<file path="src/rtl/counter_pkg.sv">
// Shared constants for the up/down counter with multiplexed 7-segment display.
// Glyphs are active-high gfedcba; DP_BIT selects the decimal point in seg.
package counter_pkg;

  localparam int unsigned DP_BIT = 7;

  localparam logic [6:0] GLYPH_0 = 7'h3F;
  localparam logic [6:0] GLYPH_1 = 7'h06;
  localparam logic [6:0] GLYPH_2 = 7'h5B;
  localparam logic [6:0] GLYPH_3 = 7'h4F;
  localparam logic [6:0] GLYPH_4 = 7'h66;
  localparam logic [6:0] GLYPH_5 = 7'h6D;
  localparam logic [6:0] GLYPH_6 = 7'h7D;
  localparam logic [6:0] GLYPH_7 = 7'h07;
  localparam logic [6:0] GLYPH_8 = 7'h7F;
  localparam logic [6:0] GLYPH_9 = 7'h6F;
  localparam logic [6:0] GLYPH_A = 7'h77;
  localparam logic [6:0] GLYPH_B = 7'h7C;
  localparam logic [6:0] GLYPH_C = 7'h39;
  localparam logic [6:0] GLYPH_D = 7'h5E;
  localparam logic [6:0] GLYPH_E = 7'h79;
  localparam logic [6:0] GLYPH_F = 7'h71;

  function automatic int unsigned ndigits(int unsigned nbits);
    return (nbits + 3) / 4;
  endfunction

endpackage

</file>
<file path="src/rtl/hex_to_7seg.sv">
// Nibble to 7-segment glyph decoder (gfedcba, active-high).
// Purely combinational; one instance feeds the multiplexed display.
module hex_to_7seg
  import counter_pkg::*;
(
  input  logic [3:0] nib_i,
  output logic [6:0] glyph_o
);

  always_comb begin
    glyph_o = GLYPH_0;
    unique case (nib_i)
      4'h0: glyph_o = GLYPH_0;
      4'h1: glyph_o = GLYPH_1;
      4'h2: glyph_o = GLYPH_2;
      4'h3: glyph_o = GLYPH_3;
      4'h4: glyph_o = GLYPH_4;
      4'h5: glyph_o = GLYPH_5;
      4'h6: glyph_o = GLYPH_6;
      4'h7: glyph_o = GLYPH_7;
      4'h8: glyph_o = GLYPH_8;
      4'h9: glyph_o = GLYPH_9;
      4'hA: glyph_o = GLYPH_A;
      4'hB: glyph_o = GLYPH_B;
      4'hC: glyph_o = GLYPH_C;
      4'hD: glyph_o = GLYPH_D;
      4'hE: glyph_o = GLYPH_E;
      4'hF: glyph_o = GLYPH_F;
    endcase
  end

endmodule

</file>
<file path="src/rtl/updown_counter_7seg.sv">
// Modulo up/down counter with load, wrap pulse and scanned hex display.
// Define COUNTER_SATURATE_EN to clamp at the range limits instead of wrapping.
module updown_counter_7seg
  import counter_pkg::*;
#(
  parameter int NBITS    = 8,
  parameter int MODULO   = 2 ** NBITS,
  parameter int SCAN_DIV = 50000
) (
  input  logic                       clk_2,
  input  logic                       reset,
  input  logic                       en,
  input  logic                       down,
  input  logic                       load,
  input  logic [NBITS-1:0]           load_value,
  output logic [NBITS-1:0]           count,
  output logic                       wrap,
  output logic                       sat,
  output logic [7:0]                 seg,
  output logic [(NBITS+3)/4-1:0]     digit_sel
);

  localparam int NDIGITS = (NBITS + 3) / 4;
  localparam int DIW     = (NDIGITS > 1) ? $clog2(NDIGITS) : 1;
  localparam int SW      = $clog2(SCAN_DIV);
  localparam int PW      = 4 * NDIGITS;

  localparam logic [NBITS:0]   MAXV      = (NBITS+1)'(MODULO - 1);
  localparam logic [SW-1:0]    SCAN_LAST = SW'(SCAN_DIV - 1);
  localparam logic [DIW-1:0]   DIG_LAST  = DIW'(NDIGITS - 1);

  logic [NBITS-1:0] count_q, count_d;
  logic             wrap_q, wrap_d;
  logic [SW-1:0]    scan_q, scan_d;
  logic [DIW-1:0]   digit_q, digit_d;

  logic [NBITS:0]   cnt_x;
  logic [NBITS:0]   ld_x;
  logic [NBITS:0]   nxt_x;
  logic             at_top;
  logic             at_bot;
  logic             unused_nxt_hi;

`ifdef COUNTER_SATURATE_EN
  logic             sat_q, sat_d;
`endif

  // One bit of headroom keeps the limit compares exact at full width
  always_comb begin
    cnt_x  = {1'b0, count_q};
    ld_x   = {1'b0, load_value};
    at_top = (cnt_x == MAXV);
    at_bot = (cnt_x == '0);
    nxt_x  = cnt_x;
    wrap_d = 1'b0;
`ifdef COUNTER_SATURATE_EN
    sat_d  = 1'b0;
`endif
    if (load) begin
      nxt_x = (ld_x > MAXV) ? MAXV : ld_x;
    end else if (en) begin
`ifdef COUNTER_SATURATE_EN
      if (!down) begin
        sat_d = at_top;
        nxt_x = at_top ? cnt_x : cnt_x + (NBITS+1)'(1);
      end else begin
        sat_d = at_bot;
        nxt_x = at_bot ? cnt_x : cnt_x - (NBITS+1)'(1);
      end
`else
      if (!down) begin
        wrap_d = at_top;
        nxt_x  = at_top ? '0 : cnt_x + (NBITS+1)'(1);
      end else begin
        wrap_d = at_bot;
        nxt_x  = at_bot ? MAXV : cnt_x - (NBITS+1)'(1);
      end
`endif
    end
    count_d = nxt_x[NBITS-1:0];
  end

  assign unused_nxt_hi = nxt_x[NBITS];

  always_comb begin
    scan_d  = scan_q + SW'(1);
    digit_d = digit_q;
    if (scan_q == SCAN_LAST) begin
      scan_d  = '0;
      digit_d = (digit_q == DIG_LAST) ? '0 : digit_q + DIW'(1);
    end
  end

  always_ff @(posedge clk_2) begin
    if (reset) begin
      count_q <= '0;
      wrap_q  <= 1'b0;
      scan_q  <= '0;
      digit_q <= '0;
    end else begin
      count_q <= count_d;
      wrap_q  <= wrap_d;
      scan_q  <= scan_d;
      digit_q <= digit_d;
    end
  end

`ifdef COUNTER_SATURATE_EN
  always_ff @(posedge clk_2) begin
    if (reset) begin
      sat_q <= 1'b0;
    end else begin
      sat_q <= sat_d;
    end
  end

  assign sat = sat_q;
`else
  assign sat = 1'b0;
`endif

  assign count = count_q;
  assign wrap  = wrap_q;

  logic [PW-1:0] pad;
  logic [3:0]    nib;
  logic [6:0]    glyph;

  assign pad = PW'(count_q);

  always_comb begin
    nib       = '0;
    digit_sel = '0;
    for (int i = 0; i < NDIGITS; i++) begin
      if (digit_q == DIW'(i)) begin
        nib          = pad[4*i +: 4];
        digit_sel[i] = 1'b1;
      end
    end
  end

  hex_to_7seg u_hex (
    .nib_i   (nib),
    .glyph_o (glyph)
  );

  always_comb begin
    seg         = {1'b0, glyph};
    seg[DP_BIT] = down && (digit_q == '0);
  end

endmodule

</file>
<file path="config.mk">
export PLATFORM = sky130hd
export DESIGN_NAME = updown_counter_7seg
export DESIGN_NICKNAME = d
export VERILOG_FILES = /design/src/rtl/counter_pkg.sv /design/src/rtl/hex_to_7seg.sv /design/src/rtl/updown_counter_7seg.sv
export SDC_FILE = /design/constraint.sdc
export NUM_CORES = 1
export LEC_CHECK = 0
export ABC_AREA = 0
export BUFFER_PORTS_ARGS = -buffer_cell sky130_fd_sc_hd__buf_2
export CORE_ASPECT_RATIO = 2
export CORE_UTILIZATION = 51
export CTS_BUF_LIST = sky130_fd_sc_hd__clkbuf_8 sky130_fd_sc_hd__clkbuf_16
export DETAILED_ROUTE_END_ITERATION = 8
export PLACE_DENSITY = 0.77
export SYNTH_ARGS = -nofsm -noshare
export SYNTH_HDL_FRONTEND = slang
export SYNTH_SLANG_ARGS = --single-unit
</file>
<file path="constraint.sdc">
create_clock -name clk_2 -period 1.8 [get_ports clk_2]
set_input_delay 0.18 -clock clk_2 [delete_from_list [all_inputs] [get_ports clk_2]]
set_output_delay 0.18 -clock clk_2 [all_outputs]
set_load 0.1 [all_outputs]
</file>
# Word-level counts from Yosys, hierarchy flattened
# Memory sizes are Yosys's and may differ from the RTL's.
# Index checks and enable logic that the tools add are counted.
# classes
n_addsub	4
n_mul	0
div	0
order_cmp	0
n_eq_ne	2
shift	0
muxes	10
bitwise	2
reduce_logical	5
# ops
cell	n
8-bit two-way mux	5
16-bit by 1-bit adder with 16-bit output (second input constant)	1
16-bit == test (second input constant)	1
8-bit by 1-bit adder with 8-bit output (second input constant)	1
8-bit == test (second input constant)	1
8-bit zero test	1
8-bit by 1-bit subtractor with 8-bit output (second input constant)	1
1-bit two-way mux	4
4-bit two-way mux	1
3-bit OR reduction	1
1-bit NOT	2
2-bit nonzero test	1
2-bit OR reduction	1
1-bit adder (second input constant)	1
1-bit logical AND	1
# word_totals
reg_bits	26
latchBits	0
ramBits	0
rom_bits	112
input_bits	13
output_inout_bits	20
elab_cells	28
mem_count	1
# mem_list
name	depth	word_bits	read_ports	rd_ports_with_merged_regs	write_ports	line_no	source
(no name shown)	16	7	1	0	0	hex_to_7seg.sv:12	unique case (nib_i)

# Depth between registers and ports, before layout
# logic_depth
depth_word	5
ltp_mapped	7
mapped_depth_nobuf	6

# Hierarchy
# Synthesis repeated with hierarchy kept, for this count alone.
# unflattened
hier_cells	237
hier_area_um2	1893.1
# by_module_without_submodules
module	instances	cells_each	area_per_inst_um2	seq_area_each_um2
updown_counter_7seg	1	204	1602.8	520.5
hex_to_7seg	1	33	290.3	0.0

# Worst setup path after synthesis
# Ideal clock, no wire load.
# synth_path
path_kind	reg2out
startpoint	register count_q[4] (netlist: count[4])
endpoint	output seg[0]
arrival_ns	3.899
required_time_ns	1.620
setup_slack_ns	-2.279
stages_incl_launch_ff	6
path_buffers	1
path_cell_list	dfxtp_1 > buf_2 > mux2i_1 > inv_1 > ha_1 > o21ai_0
# synth_between
elab_chain_cells	2
# synth_rtl
element	line_no	source
from (decl)	updown_counter_7seg.sv:32	logic [NBITS-1:0] count_q, count_d;
from (signal assigned)	updown_counter_7seg.sv:101	count_q <= count_d;
4-bit two-way mux	updown_counter_7seg.sv:135	if (digit_q == DIW'(i)) begin
memory 16 x 7 bit	n/a	
to (decl)	updown_counter_7seg.sv:19	output logic [7:0] seg,
# Every way passes these cells.

# Worst setup path in the final report
# layout_path
startpoint	register digit_q
endpoint	output seg[5]
# layout_between
elab_chain_cells	2
# layout_rtl
element	line_no	source
from (decl)	updown_counter_7seg.sv:35	logic [DIW-1:0] digit_q, digit_d;
from (signal assigned)	updown_counter_7seg.sv:104	digit_q <= digit_d;
4-bit two-way mux	updown_counter_7seg.sv:135	
memory 16 x 7 bit	n/a	
# Every way passes these cells.

==> impl_results.md <==
- Outcome: finished with violations
- Failing checks: setup timing
- Ys async rst share: 0%
- Hold Path Class: in2reg
- Core area: between 3000 and 4000 µm²
- Period utilisation layout: 114%
- Hold buffer count at CTS: 0
- H-tree Lvls: 1
- Synth Area in Adders: 7.17%
- Clock transition at path regs: around 100 ps
- Area Growth Syn to Fin: 47.2%
- CTS tree: done
- Comb pwr share: between 40% and 50%
- CTS root buf: clkbuf_8
- Largest stage delay, worst path: 400 ps
- Layout cells sized above 1: about 41%
- Power Density: between 600 and 700 nW/µm²
- GRT Total Usage: 29.6%
- Pins over their slew limit: 0
- Complex-gate fraction of the synthesized area: 20.3%
- Simple logic cell fraction of the synthesized area: 23.1%
- Crit-path most repeated cell: buf_12
- Synth top cells by count: nor2_1, dfxtp_1, xnor2_1
- Worst Path Arrival: approximately 1900 ps
- Footprint of the multi-input gates: about 1600 µm²
- PnR worst setup slack: -247 ps
- Final setup vio count: 7
- Internal power: 1.11 mW
- Cell Chain, Critical Path: mux2i_4 > inv_2 > buf_12 > ha_4 > nand2_4 > a21boi_4 > o22a_4 > buf_12
- Worst slack at placement: -133 ps
- Yosys warning total: 0
- Top cell type's share of synthesized area: 27.1%
- Largest net degree at the start of global routing: 24
- Highest Clock Rate: 488 MHz
- DR vias/cell: 5.94
- Vias: 2026
- Critical path peak fanout: 4
- CP required: 1620 ps
- Most common cell in the synthesized netlist: nor2_1
- CP Buf/Inv Count: 3
- Max IR drop VDD: 0.810 mV
- Inst Count DP: 327
- Clock Sinks: 26
- Distinct cells, synth: 54
- CP Class: reg2out
- Sequential fraction of the synthesis area: 27.1%
- Initial antenna violation count: 0
- Final core occ: 78.4%
- Wire per inst: 17.3 µm
- Worst R2R Start: count[0]
- Synthesized area: 1920 µm²
- Total Power: approximately 2 mW
- CP Depth: 8
- First-pass GRT wire length: a little under 9000 µm
- PortBufs: 31
- Critical Path Sink Type: primary output
- Register share of total power: between 30% and 40%
- Sw Share: 43.0%
- Fin. Hold Viols: 0
- Fill count: 257
- Post-synth EDFFs: 0
- Synthesized area per cell: 7.84 µm²
- Clk_skew: 14.1 ps
- Site Rows: 31
- Static Leak: 1.07 nW
- HPWL Detailed: 4070 µm
- Main area contributors after synthesis: dfxtp_1, xnor2_1, ha_1
- Clock Latency Late Sink: 280 ps
- Vias in the first global route: 1972
- Min cycle time layout: 2050 ps
- Worst Setup SP: digit_q
- CP Launch Type: flop
- Grt total ovfl: 0
- Nets: 317
- Synth Register Bits: 26
- Mux share of post-synthesis cell area: 3.71%
- Aggregate routed wire length: approximately 6000 µm
- R2r endpoint: wrap
- Fin Hold WS: 135 ps
- # diodes: 0
- Largest family of logic cells by synthesized area: simple AND/OR/NAND/NOR gates
- P_sw: 0.841 mW
- XOR/XNOR share of the synthesized area: between 10% and 20%
- Die Span X: 45.4 µm
- Drt first-iter violations: 65
- Dpl cell area: 2510 µm²
- DRC viols: 0
- Setup TNS: -1340 ps
- Cells after Synth: around 250
- Layout Cells excl Fill: 341
- Starting density of the core: 53.2%
- Area leader, netlist: dfxtp_1
- Routed Antenna Nets: 0
- Die Y: 88.8 µm
- Delay-heaviest family, CP: flip-flops
- Drt pass-1 iters: 4
- Io pins: 33
- Most used flip-flop cell after synthesis: dfxtp_1
- Gpl congestion: 0.839
- RSZ-0062 raised after global routing: yes
- DIE AREA: around 4000 µm²
- Storage element area: 552 µm²
- FF-to-FF setup slack: about 50 ps
- Post-Syn Nets: 269
- Worst reg2reg path depth: 7
- Clock power frac: 17.2%
- Clock buffer depth: 2
- Final instance area: 2830 µm²
- CP Capture Point: seg[5]
- Num CTS Buffers: 3
- Max Cap Violations: 0
- Crit-path slowest cell: dfxtp_4
## timing repair
item,in CTS,in global routing
pin swaps,2,7
gates resized for setup,18,19
endpoints found under the setup margin,7,11
buffers inserted,3,7
## power by group through the flow
stage	logic [mW]	clock network (mW)	registers, mW
floorplan	0.547	0	0.737
global placement	0.840	0	0.659
detailed placement	0.849	0	0.660
CTS	0.894	0.339	0.645
global route	1.02	0.365	0.652
finish	0.972	0.337	0.647
## worst register-to-register path, delay by kind of cell, from the launching register on
kind	cells	cell delay [ps]
AND/OR/NAND/NOR	3	670
flip-flops	1	390
adder cells (fa/ha/maj)	1	120
AO/OA/AOI/OAI	1	290
buffers and inverters	2	190
## per-layer routing
layer  part of all wire, %  global-route usage, %
met5                     0                      0
met4                   3.4                   16.0
met3                   4.2                   3.88
met2                    58                   55.2
met1                    34                   29.6
## placed cells by master (no fill, tap or decap), types with 2 or more instances in the layout
master and count:
nand4_1 6, o211ai_1 2, nor4_1 4, mux2i_4 5, a31oi_1 2, nand3_1 9
dfxtp_4 8, buf_6 4, nor3_1 7, ha_4 5, o21a_1 2, ha_1 6
clkbuf_8 3, o22a_4 2, a211oi_2 2, nor2_1 27, nand2_1 9, nand2_2 2
nor4bb_1 2, buf_4 24, nand2b_1 3, a21oi_4 2, o21ai_2 2, inv_2 2
inv_1 14, buf_12 9, and3_1 2, o31ai_1 2, a211oi_1 4, nor3_2 2
o21ai_0 3, buf_2 24, xor2_1 5, dfxtp_1 17, a21oi_1 11, nor2_4 2
xnor2_1 18, a221oi_2 2
## layout make-up
class / instances / area share (%)
Multi-Input combinational cell: 184 / 55.4
Clock buffer: 3 / 1.46
Sequential cell: 26 / 19.5
Timing Repair Buffer: 62 / 19.1
Clock inverter: 1 / 0.133
Tap cell: 49 / 2.17
Inverter: 16 / 2.21
## kinds of logic after synthesis
| family | Yosys count |
|---|---|
| flip-flops | 26 |
| AND/OR/NAND/NOR | 87 |
| other | 1 |
| multiplexers | 7 |
| XOR/XNOR | 23 |
| buffers and inverters | 35 |
| adder cells (fa/ha/maj) | 11 |
| AO/OA/AOI/OAI | 55 |
## worst min path at each step
| stage | startpoint | end | slack (ps) | depth (start not counted) |
|---|---|---|---|---|
| 2_1_floorplan | load_value[1] | count[1] | 320 | 2 |
| 3_3_place_gp | load_value[1] | count[1] | 420 | 3 |
| 3_5_place_dp | load_value[1] | count[1] | 430 | 3 |
| 4_1_cts | load_value[1] | count[1] | 140 | 3 |
| 5_1_grt | load_value[4] | count[4] | 140 | 3 |
| 6_report | load_value[1] | count[1] | 140 | 3 |
## sequential cells by signal (all words and copies together), names as in the netlist
name     flops
count        8
digit_q      1
scan_q      16
wrap         1
(Power assumes the default switching activity.)
